### config.mk
export PLATFORM = sky130hd
export DESIGN_NAME = multi_sync_debounce
export DESIGN_NICKNAME = d
export VERILOG_FILES = /design/src/rtl/multi_sync_debounce.sv
export SDC_FILE = /design/constraint.sdc
export NUM_CORES = 1
export LEC_CHECK = 0
export ABC_AREA = 1
export CAP_MARGIN = 20
export CELL_PAD_IN_SITES_DETAIL_PLACEMENT = 1
export CELL_PAD_IN_SITES_GLOBAL_PLACEMENT = 1
export CORE_MARGIN = 2
export CORE_UTILIZATION = 39
export CTS_CLUSTER_SIZE = 25
export DETAILED_ROUTE_END_ITERATION = 12
export HOLD_SLACK_MARGIN = 0.08
export PLACE_DENSITY_LB_ADDON = 0.1
export SKIP_LAST_GASP = 1
export SLEW_MARGIN = 20
export SYNTH_ARGS = -nofsm -noshare
export SYNTH_HDL_FRONTEND = slang
export SYNTH_SLANG_ARGS = --single-unit
### constraint.sdc
create_clock -name dest_clk_i -period 1.1 [get_ports dest_clk_i]
set_input_delay 0.11 -clock dest_clk_i [delete_from_list [all_inputs] [get_ports dest_clk_i]]
set_output_delay 0.11 -clock dest_clk_i [all_outputs]
set_load 0.05 [all_outputs]
### src/rtl/multi_sync_debounce.sv
// Multi-channel input conditioner: per-channel synchroniser chain followed by an
// independent stability counter, with registered rise/fall strobes and a change flag.
`timescale 1ns / 1ps

module multi_sync_debounce #(
    parameter int unsigned CHANNELS     = 4,
    parameter int unsigned DEBOUNCE_PRD = 50,
    parameter int unsigned SYNC_STAGES  = 2,
    parameter logic        RESET_VAL    = 1'b0
) (
    input  logic                dest_clk_i,
    input  logic                dest_rst_n_i,
    input  logic [CHANNELS-1:0] raw_sig_i,
    input  logic                enable_i,
    output logic [CHANNELS-1:0] sync_sig_o,
    output logic [CHANNELS-1:0] rise_o,
    output logic [CHANNELS-1:0] fall_o,
    output logic                any_change_o
);

    localparam int unsigned     CntW    = $clog2(DEBOUNCE_PRD + 1);
    localparam logic [CntW-1:0] CntLast = CntW'(DEBOUNCE_PRD - 1);

    logic [CHANNELS-1:0][SYNC_STAGES-1:0] sync_q;
    logic [CHANNELS-1:0]                  s;
    logic [CHANNELS-1:0][CntW-1:0]        cnt_q;
    logic [CHANNELS-1:0][CntW-1:0]        cnt_d;
    logic [CHANNELS-1:0]                  level_d;
    logic [CHANNELS-1:0]                  rise_d;
    logic [CHANNELS-1:0]                  fall_d;
    logic                                 any_d;

    // Plain shift chain; nothing may sit between stages.
    always_ff @(posedge dest_clk_i or negedge dest_rst_n_i) begin
        if (!dest_rst_n_i) begin
            sync_q <= {CHANNELS{{SYNC_STAGES{RESET_VAL}}}};
        end else begin
            for (int i = 0; i < CHANNELS; i++) begin
                sync_q[i] <= {sync_q[i][SYNC_STAGES-2:0], raw_sig_i[i]};
            end
        end
    end

    always_comb begin
        for (int i = 0; i < CHANNELS; i++) begin
            s[i] = sync_q[i][SYNC_STAGES-1];
        end
    end

    always_comb begin
        level_d = sync_sig_o;
        rise_d  = '0;
        fall_d  = '0;
        cnt_d   = cnt_q;
        for (int i = 0; i < CHANNELS; i++) begin
            if (!enable_i || (s[i] == sync_sig_o[i])) begin
                cnt_d[i] = '0;
            end else if (cnt_q[i] == CntLast) begin
                level_d[i] = s[i];
                cnt_d[i]   = '0;
                rise_d[i]  = s[i];
                fall_d[i]  = ~s[i];
            end else begin
                cnt_d[i] = cnt_q[i] + 1'b1;
            end
        end
        any_d = |{rise_d, fall_d};
    end

    always_ff @(posedge dest_clk_i or negedge dest_rst_n_i) begin
        if (!dest_rst_n_i) begin
            cnt_q        <= '0;
            sync_sig_o   <= {CHANNELS{RESET_VAL}};
            rise_o       <= '0;
            fall_o       <= '0;
            any_change_o <= 1'b0;
        end else begin
            cnt_q        <= cnt_d;
            sync_sig_o   <= level_d;
            rise_o       <= rise_d;
            fall_o       <= fall_d;
            any_change_o <= any_d;
        end
    end

endmodule
==> impl_results.md <==
* Status: finished, violations left
* Violations in the final reports: negative setup slack
* Fraction of final layout cells with drive strength greater than 1 at 49.8%
* Most area-hungry cell type in the Yosys netlist: sky130_fd_sc_hd__dfrtp_1
* Post-route design area at 2980 um2
* Total wire length at 5220 um
* IR Drop Worst-Case VDD at roughly 0.65 mV
* Setup slack, reg-to-reg at -0.14 ns
* Initial detailed-routing violation count at 91
* Leakage power at 1.31 nW
* Mean area per synthesized cell at 10.1 um2
* Worst Hold Class: primary input to flop
* Share of the synthesized area in the top cell type at 58.3%
* Via Count at 1517
* DP Area at 2530 um2
* Worst hold start: raw_sig_i[0]
* DP Worst Slack at -0.322 ns
* Overall fraction of global-route tracks in use at 19.4%
* Endpoint, Worst Hold: sync_q[0]
* Power density over the cells at 1040 nW/um2
* Sequential cell area in the final layout at 1130 um2
* Finished Layout Cells at 316
* Root Driver: sky130_fd_sc_hd__clkbuf_8
* Final-layout worst hold slack at around 0.25 ns
* Final Cycle Share at 112%
* Final antenna diode count at 0
* Via/cell ratio at just under 5
* Highest attainable clock frequency at 810 MHz
* HPWL reported at the end of detailed placement at 3300 um
* TritonCTS Buffers at 5
* I/O pin count at 20
* Sink count of the clock tree at 45
* Final Net Count at 263
* Crit Reg-Reg Endpoint: any_change_o
* Type of element launching the critical path: flop
* Initial Util at 40.6%
* CTS tree: done
* Top cells by area in the synthesized netlist: sky130_fd_sc_hd__dfrtp_1 58%, sky130_fd_sc_hd__nor2_1 8.2%, sky130_fd_sc_hd__ha_1 5.2%
* Number of nets with antenna violations after detailed routing at 0
* Final hold violation count at 0
* Number of cells on the worst reg-to-reg path at 7
* Fin Clk Skew at 0.00389 ns
* Worst-skew pair later-pin latency at a little under 0.3 ns
* Cell Count Post-Placement at about 300
* Data arrival time at the worst-slack endpoint at 1.42 ns
* Cell row count at 25
* Die height at 74.4 um
* Count of input and output buffers at 19
* Post-synthesis net count at between 200 and 250
* Core Region at 4750 um2
* Deepest clock path buffer count at 2
* Final setup fails at 30
* Total die area at 5530 um2
* Chip Width at 74.4 um
* Total global routing overflow at 0
* Crit end category: flop
* Antenna violations before repair at 0
* Yosys warnings at 0
* Setup slack after layout at -0.135 ns
* Worst slew margin relative to its limit at 79.4%
* Synth cell types at 18
* Final weighted congestion in routability-driven placement at 0.784
* Average detailed-routed wire length per instance at approximately 17 um
* Number of instances in the synthesized netlist at 192
* Fillers at 505
* Syn-to-layout area delta at 54.2%
* Cell Area, Synth at 1930 um2
* Global-route wire length before repair at 7900 um
* 1st-pass router iterations at 4
* Post-layout util at between 60% and 70%
* Min Tclk post-route at 1.24 ns
* Maximum number of pins on one net before global-route repair at 46
* Crit Path Max Fanout at 4
* Clock transition time at the flip-flop clock pins of the worst setup and hold paths at 0.08 ns
* DRC violation count after routing at 0
* H-tree Lvls at 2
* RSZ-0062 raised after global routing: yes
* Reg2Reg Launch Point: cnt_q[12]
* Via count of the first global-routing pass at 1723
* Multi-input gate area at 986 um2
* # Max-Cap Violations at 0
* Seq cells post-synth at 45
* Critical path class: flop to flop
* Worst-margin pin slew at roughly 0.31 ns
* Depth of the worst hold-timing path at 1
* Share of the yosys chip area belonging to registers at 58.3%
* Required time reported for the critical path endpoint at 1.29 ns
* Count of final max-slew check failures at 0
[layout make-up]
class | count | share of cell area, %
Clock buffer | 7 | 3.24
Clock inverter | 1 | 0.168
Inverter | 20 | 2.52
Multi-Input combinational cell | 127 | 33.1
Sequential cell | 45 | 38.1
Tap cell | 67 | 2.82
Timing Repair Buffer | 49 | 20.1
[cell families (layout without fill, tap and decap cells)]
group,after synthesis,after routing,share of synthesized area (%)
buffers and inverters,20,77,3.89
and+or+nand+nor,99,99,24.5
adders and majority gates,8,8,5.18
AOI/OAI and AO/OA,12,12,4.47
xor gates and xnor gates,8,8,3.63
DFF,45,45,58.3
[worst max-delay path, cell delays in order (launching register included)]
cell	delay (ns)
sky130_fd_sc_hd__dfrtp_2	0.46
sky130_fd_sc_hd__ha_4	0.18
sky130_fd_sc_hd__nand2_4	0.10
sky130_fd_sc_hd__nor2_4	0.05
sky130_fd_sc_hd__nand3_1	0.11
sky130_fd_sc_hd__nand2_1	0.08
sky130_fd_sc_hd__nor2_1	0.10
sky130_fd_sc_hd__nand2_1	0.06
[cells in the final DEF (no fill, tap or decap), drive strengths merged]
| cell type | instances |
|---|---|
| clkbuf | 7 |
| clkdlybuf4s50 | 5 |
| nand3 | 12 |
| inv | 20 |
| dfrtp | 45 |
| nor2 | 53 |
| a21oi | 5 |
| xnor2 | 4 |
| o21ai | 4 |
| nand2 | 26 |
| dlygate4sd3 | 1 |
| clkinv | 1 |
| nand4 | 3 |
| buf | 43 |
| nand3b | 1 |
| xor2 | 4 |
| ha | 8 |
| a31o | 3 |
| nor3 | 4 |
[synthesized netlist by cell type (all sizes together)]
master	n
nand4	3
nor2	53
nand3b	1
a31o	3
xnor2	4
dfrtp	45
xor2	4
nor3	4
a21oi	5
nand3	12
o21ai	4
ha	8
inv	20
nand2	26
[worst max-delay path by stage]
stage                     to          start
4_1_cts        sync_sig_o[0]       cnt_q[1]
6_report        any_change_o      cnt_q[12]
2_1_floorplan   any_change_o  sync_sig_o[3]
5_1_grt         any_change_o      cnt_q[12]
3_5_place_dp    any_change_o       enable_i
3_3_place_gp       cnt_q[17]       enable_i
[registers in the layout, summed over array words and instances, names as in the netlist]
name,cells
cnt_q,24
fall_o,4
rise_o,4
s,4
sync_q,4
sync_sig_o,4
any_change_o,1
[power by group]
| group | internal, mW | leakage [nW] | switching (mW) |
|---|---|---|---|
| logic | 0.117 | 0.659 | 0.151 |
| registers | 1.68 | 0.596 | 0.0279 |
| clock network | 0.568 | 0.0542 | 0.545 |
| total | 2.37 | 1.31 | 0.724 |
[metrics by stage]
stage	TNS, ns	total power [mW]
after detailed placement	-8.16	1.93
after floorplan	-0.103	1.81
after CTS	-1.49	3.08
after global routing	-3.51	3.21
final	-1.21	3.09
after global placement	-6.04	1.91
[per-layer routing]
layer	share of wire [%]	GRT usage (%)	vias to the layer above	wire, um
met5	0	0	-	0
met4	2.9	6.35	0	150
met3	2.8	4.07	12	145
met2	58	38.0	31	3030
met1	36	20.4	758	1890
li1	-	-	716	-
[repair_timing]
item | 4_1_cts | 5_1_grt
hold endpoints to repair | 45 | 0
hold buffers | 1 | 0
gates resized for setup | 35 | 31
buffers inserted | 9 | 1
pin swaps | 13 | 26
endpoints found under the setup margin | 36 | 40
Power figures use the tool's default switching activity.
